==> config.mk <==
export PLATFORM = sky130hd
export DESIGN_NAME = instr_fetch_unit
export DESIGN_NICKNAME = d
export VERILOG_FILES = /design/src/rtl/instr_fetch_unit.sv
export SDC_FILE = /design/constraint.sdc
export NUM_CORES = 1
export LEC_CHECK = 0
export BUFFER_PORTS_ARGS = -buffer_cell sky130_fd_sc_hd__buf_2
export CORE_MARGIN = 2
export CORE_UTILIZATION = 35
export CTS_CLUSTER_DIAMETER = 200
export DETAILED_ROUTE_END_ITERATION = 7
export GPL_TIMING_DRIVEN = 1
export SLEW_MARGIN = 15
export SYNTH_ARGS = -nofsm -noshare
export SYNTH_HDL_FRONTEND = slang
export SYNTH_SLANG_ARGS = --single-unit
==> constraint.sdc <==
create_clock -name clk -period 9.94 [get_ports clk]
set_input_delay 1.988 -clock clk [delete_from_list [all_inputs] [get_ports clk]]
set_output_delay 1.988 -clock clk [all_outputs]
set_load 0.02 [all_outputs]
==> src/rtl/instr_fetch_unit.sv <==
// Instruction fetch unit: credit-limited in-order fetch into a small {inst, pc} queue,
// with branch redirect that flushes the queue and drops stale in-flight responses.
module instr_fetch_unit #(
    parameter int unsigned DEPTH    = 4,
    parameter logic [63:0] RESET_PC = 64'd0
) (
    input  logic        clk,
    input  logic        reset,
    input  logic        redirect,
    input  logic [63:0] redirect_pc,
    input  logic        stall,
    output logic        imem_req,
    output logic [63:0] imem_addr,
    input  logic        imem_ready,
    input  logic        imem_rvalid,
    input  logic [31:0] imem_rdata,
    output logic        inst_valid,
    output logic [31:0] inst,
    output logic [63:0] inst_pc
);

    localparam int unsigned PW = $clog2(DEPTH);
    localparam int unsigned CW = $clog2(DEPTH + 1);
    localparam int unsigned UW = CW + 2;
    localparam logic [CW-1:0] CNT_ONE  = CW'(1);
    localparam logic [CW-1:0] CNT_FULL = CW'(DEPTH);
    localparam logic [PW-1:0] PTR_ONE  = PW'(1);

    logic [63:0]   fetch_pc_q, fetch_pc_d;
    logic [63:0]   resp_pc_q, resp_pc_d;
    logic [CW-1:0] outst_q, outst_d;
    logic [CW-1:0] drop_q, drop_d;
    logic [CW-1:0] count_q, count_d;
    logic [PW-1:0] wptr_q, wptr_d;
    logic [PW-1:0] rptr_q, rptr_d;

    logic [31:0]   mem_inst [DEPTH];
    logic [63:0]   mem_pc   [DEPTH];

    logic [UW-1:0] used;
    logic          accept;
    logic          rsp_live;
    logic          rsp_drop;
    logic          rsp_keep;
    logic          push;
    logic          pop;

    // Dropped requests still hold a credit until their response returns, so the
    // queue can never be oversubscribed and drop count stays within 0..DEPTH.
    assign used     = UW'(count_q) + UW'(outst_q) + UW'(drop_q);
    assign imem_req = reset && !redirect && (used < UW'(DEPTH));
    assign imem_addr = fetch_pc_q;
    assign accept   = imem_req && imem_ready;

    // Memory is in order, so the oldest drop_q responses always belong to stale requests.
    assign rsp_live = imem_rvalid && ((outst_q != '0) || (drop_q != '0));
    assign rsp_drop = rsp_live && (drop_q != '0);
    assign rsp_keep = rsp_live && (drop_q == '0);
    assign push     = rsp_keep && !redirect;

    assign inst_valid = (count_q != '0);
    assign pop        = inst_valid && !stall && !redirect;
    assign inst       = inst_valid ? mem_inst[rptr_q] : 32'd0;
    assign inst_pc    = inst_valid ? mem_pc[rptr_q] : RESET_PC;

    always_comb begin
        // NOTE: every variable gets its hold value first so no path infers a latch.
        fetch_pc_d = fetch_pc_q;
        resp_pc_d  = resp_pc_q;
        outst_d    = outst_q;
        drop_d     = drop_q;
        count_d    = count_q;
        wptr_d     = wptr_q;
        rptr_d     = rptr_q;

        if (accept) begin
            fetch_pc_d = fetch_pc_q + 64'd4;
        end

        case ({accept, rsp_keep})
            2'b10:   outst_d = outst_q + CNT_ONE;
            2'b01:   outst_d = outst_q - CNT_ONE;
            default: outst_d = outst_q;
        endcase

        if (rsp_drop) begin
            drop_d = drop_q - CNT_ONE;
        end

        if (push) begin
            resp_pc_d = resp_pc_q + 64'd4;
            wptr_d    = wptr_q + PTR_ONE;
        end

        if (pop) begin
            rptr_d = rptr_q + PTR_ONE;
        end

        case ({push, pop})
            2'b10:   count_d = count_q + CNT_ONE;
            2'b01:   count_d = count_q - CNT_ONE;
            default: count_d = count_q;
        endcase

        if (redirect) begin
            fetch_pc_d = redirect_pc;
            resp_pc_d  = redirect_pc;
            drop_d     = drop_q + outst_q - (rsp_live ? CNT_ONE : '0);
            outst_d    = '0;
            count_d    = '0;
            wptr_d     = '0;
            rptr_d     = '0;
        end
    end

    // NOTE: sequential state uses non-blocking assignments so all registers update together.
    always_ff @(posedge clk or negedge reset) begin
        if (!reset) begin
            fetch_pc_q <= RESET_PC;
            resp_pc_q  <= RESET_PC;
            outst_q    <= '0;
            drop_q     <= '0;
            count_q    <= '0;
            wptr_q     <= '0;
            rptr_q     <= '0;
        end else begin
            fetch_pc_q <= fetch_pc_d;
            resp_pc_q  <= resp_pc_d;
            outst_q    <= outst_d;
            drop_q     <= drop_d;
            count_q    <= count_d;
            wptr_q     <= wptr_d;
            rptr_q     <= rptr_d;
        end
    end

    // NOTE: queue storage is not reset; outputs are masked by inst_valid instead.
    always_ff @(posedge clk) begin
        if (push) begin
            mem_inst[wptr_q] <= imem_rdata;
            mem_pc[wptr_q]   <= resp_pc_q;
        end
    end

    a_no_overflow: assert property (@(posedge clk) disable iff (!reset)
        !(push && (count_q == CNT_FULL)));

endmodule
==> results.ini <==
[outcome]
run_status = complete, no violations

[synth]
synthCells = 1507
syn_nets = 1629
synth_area_leaders = edfxtp_1 (51%), dfrtp_1 (16%), mux4_2 (9.6%)
synth_edf_count = 384
netlist_area_um2 = 22600
synthFlopType = edfxtp_1
yosysUniqueCellTypes = 53
yosys.area.top_type = edfxtp_1
synth_top_area_share_pct = 51.1
async_flop_share_pct = 26.9
syn_area_per_cell_um2 = 15.0
ys_top_cells_by_count = edfxtp_1 (384), dfrtp_1 (141), nand2_1 (102)
ys_seq_area_share_pct = 66.7
ys_seq_elements = 525
synth_warnings = 0
yosysMostFrequentCell = edfxtp_1

[setup_path]
endpoint_kind = output port
crit_type = flop to output port
crit_required_ps = 7950
startpoint_type = flop
crit_arrival_ps = 3160
crit_path_max_fanout = 58

[finish]
final_core_utilization_pct = 41.9
regArea_um2 = 15100
multi_input_area_um2 = 7140
nFillCells = 5841
drive_gt1_share_pct = 28.1
design_area_um2 = 26900
nNetsFinal = 1895
area_growth_pct = 19.0

[power_and_ir_drop]
peakVddDrop_v = 0.000133
internal_power_mw = 4.09
p_switching_mw = 1.53
clockPowerShare_pct = 39.1
p_seq_share_pct = 45.5
p_per_area_nw_per_um2 = 209
leakagePower_nw = 9.48
totalPowerFinal_mw = 5.62
switching_share_pct = 27.2
pwr-share-comb_pct = 15.3

[place]
io_buffers = 263
gp_congestion = 0.813
dp_hpwl_um = 40000
dpl_cell_area_um2 = 24900

[clocking]
holdBufCountCts = 0
cts-buffers-inserted = 55
ctsLongestPathBuffers = 3
cts_tree = yes
clk_transition_reported_paths_ps = 60
post_cts_buffers = 0
cts-root-buf = clkbuf_16
clkSinkCount = 525
cts-resized-gates = 0
clk_latency_ps = 610
htreeDepth = 2

[floorplanning]
die-area_um2 = 66500
rows = 93
core_um2 = 64100
die_w_um = 258
ios = 264
dieHeight_um = 258
initial_core_util_pct = 35.2

[routing]
wl_per_cell_um = 22.5
first_pass_iters = 8
drc = 0
vias = 14000
ant_nets = 0
vias_per_cell = 5.22
wirelength_um = 60200
drt_iter0_drc = 950

[grt]
grt_max_degree = 78
grtUsageTotal_pct = 17.9
grt_antenna_before_repair = 6
busiest_layer = met2
met1_usage_pct = 24.3
grt_use_met2_pct = 28.7
grt_pass1_vias = 14200
grt_first_pass_wirelength_um = 90200
globalRouteMet3Util_pct = 4.13
grt_overflow_total = 0

[sta]
tightest_slew_ps = 1040
tns_ps = 0
finalCritPeriodShare_pct = 51.8
skew_ps = 22.2
timing.fmax_mhz = 194
relSlewSlack_pct = 30.6
slew_viol_final = 0
rsz0062_at_grt = false
setup_viol_count_final = 0
fin_crit_ps = 5150
holdWs_ps = 526
hold_viol_final = 0

[hold_path]
hp-class = flop to flop

[job]
cap_violations = 0

[flip-flops by register name, summed over array words and instances, names as in the netlist]
name and flops:
rptr_q 2, count_q 3, mem_pc 256, wptr_q 2, mem_inst 128, resp_pc_q 64
imem_addr 64, drop_q 3, outst_q 3
[final cells by class]
class,count,share of cell area (%)
sequential,525,56.1
clock inverter,33,1.71
antenna,6,0.0559
clock buffer,70,5.56
multi-input combinational,872,26.6
tap,855,3.98
timing repair buffer,284,5.52
inverter,35,0.489
[per-layer routing]
layer	up-vias	share of wire, %	wire length [um]
met5	-	0.015	9
met4	2	2.7	1640
met3	89	7.0	4200
met2	410	47	28600
met1	7165	43	25800
li1	6325	-	-
[metrics by stage]
step,std cells,setup WS [ps]
CTS,2674,4650
detailed placement,2571,4780
floorplan,1507,4620
global route,2678,4560
finish,2680,4790
global placement,2571,4780
[power groups by stage]
stage | clock, mW | sequential, mW | combinational, mW
after detailed placement | 0 | 2.60 | 0.876
after global routing | 2.34 | 2.57 | 0.943
after floorplan | 0 | 2.60 | 0.537
after CTS | 2.25 | 2.56 | 0.882
after global placement | 0 | 2.60 | 0.871
final | 2.20 | 2.56 | 0.861
[critical path, cell delays in order (launching register included)]
cell     delay (ps)
dfrtp_4         850
buf_4           750
mux4_2          460
nor2b_1         150
buf_2           190
[logic make-up (layout without fill, tap and decap cells)]
| group | Yosys count | count (layout) | share of synthesized area (%) |
|---|---|---|---|
| flops | 525 | 525 | 66.7 |
| simple gates | 471 | 471 | 11.1 |
| compound gates | 174 | 174 | 4.89 |
| mux | 124 | 124 | 11.0 |
| buf+inv | 110 | 422 | 1.83 |
| xor+xnor | 83 | 83 | 3.22 |
| fa+ha+maj | 20 | 20 | 1.31 |
| other cells | 0 | 6 | 0 |
[cells in the final DEF (no fill, tap or decap), types with 13 or more instances in the layout]
cell type / Yosys / routed
nor3_1: 30 / 29
dfrtp_1: 141 / 139
nand2_1: 102 / 102
o311ai_0: 13 / 13
mux4_2: 96 / 96
a21oi_1: 18 / 18
xnor2_1: 55 / 55
inv_1: 34 / 34
clkbuf_16: 0 / 55
ha_1: 14 / 14
nor2_1: 57 / 55
mux2_2: 25 / 25
edfxtp_1: 384 / 384
nor2b_1: 99 / 99
o211ai_1: 27 / 27
xor2_1: 28 / 28
buf_4: 0 / 22
and3_1: 22 / 18
nand4_1: 33 / 33
o21ai_0: 75 / 75
nand3_1: 64 / 64
buf_2: 1 / 261
[final timing paths]
kind | from | endpoint | slack (ps) | depth (start not counted)
hold reg to reg | resp_pc_q[0] | mem_pc[1][0] | 530 | 0
min in group asynchronous | reset | imem_addr[9] | 1430 | 1
max in group asynchronous | reset | resp_pc_q[31] | 7080 | 2
hold / removal | resp_pc_q[0] | mem_pc[1][0] | 530 | 0
setup / recovery | rptr_q[1] | inst_pc[26] | 4790 | 4
setup reg to reg | outst_q[1] | imem_addr[62] | 5940 | 11
Power figures use the tool's default switching activity.
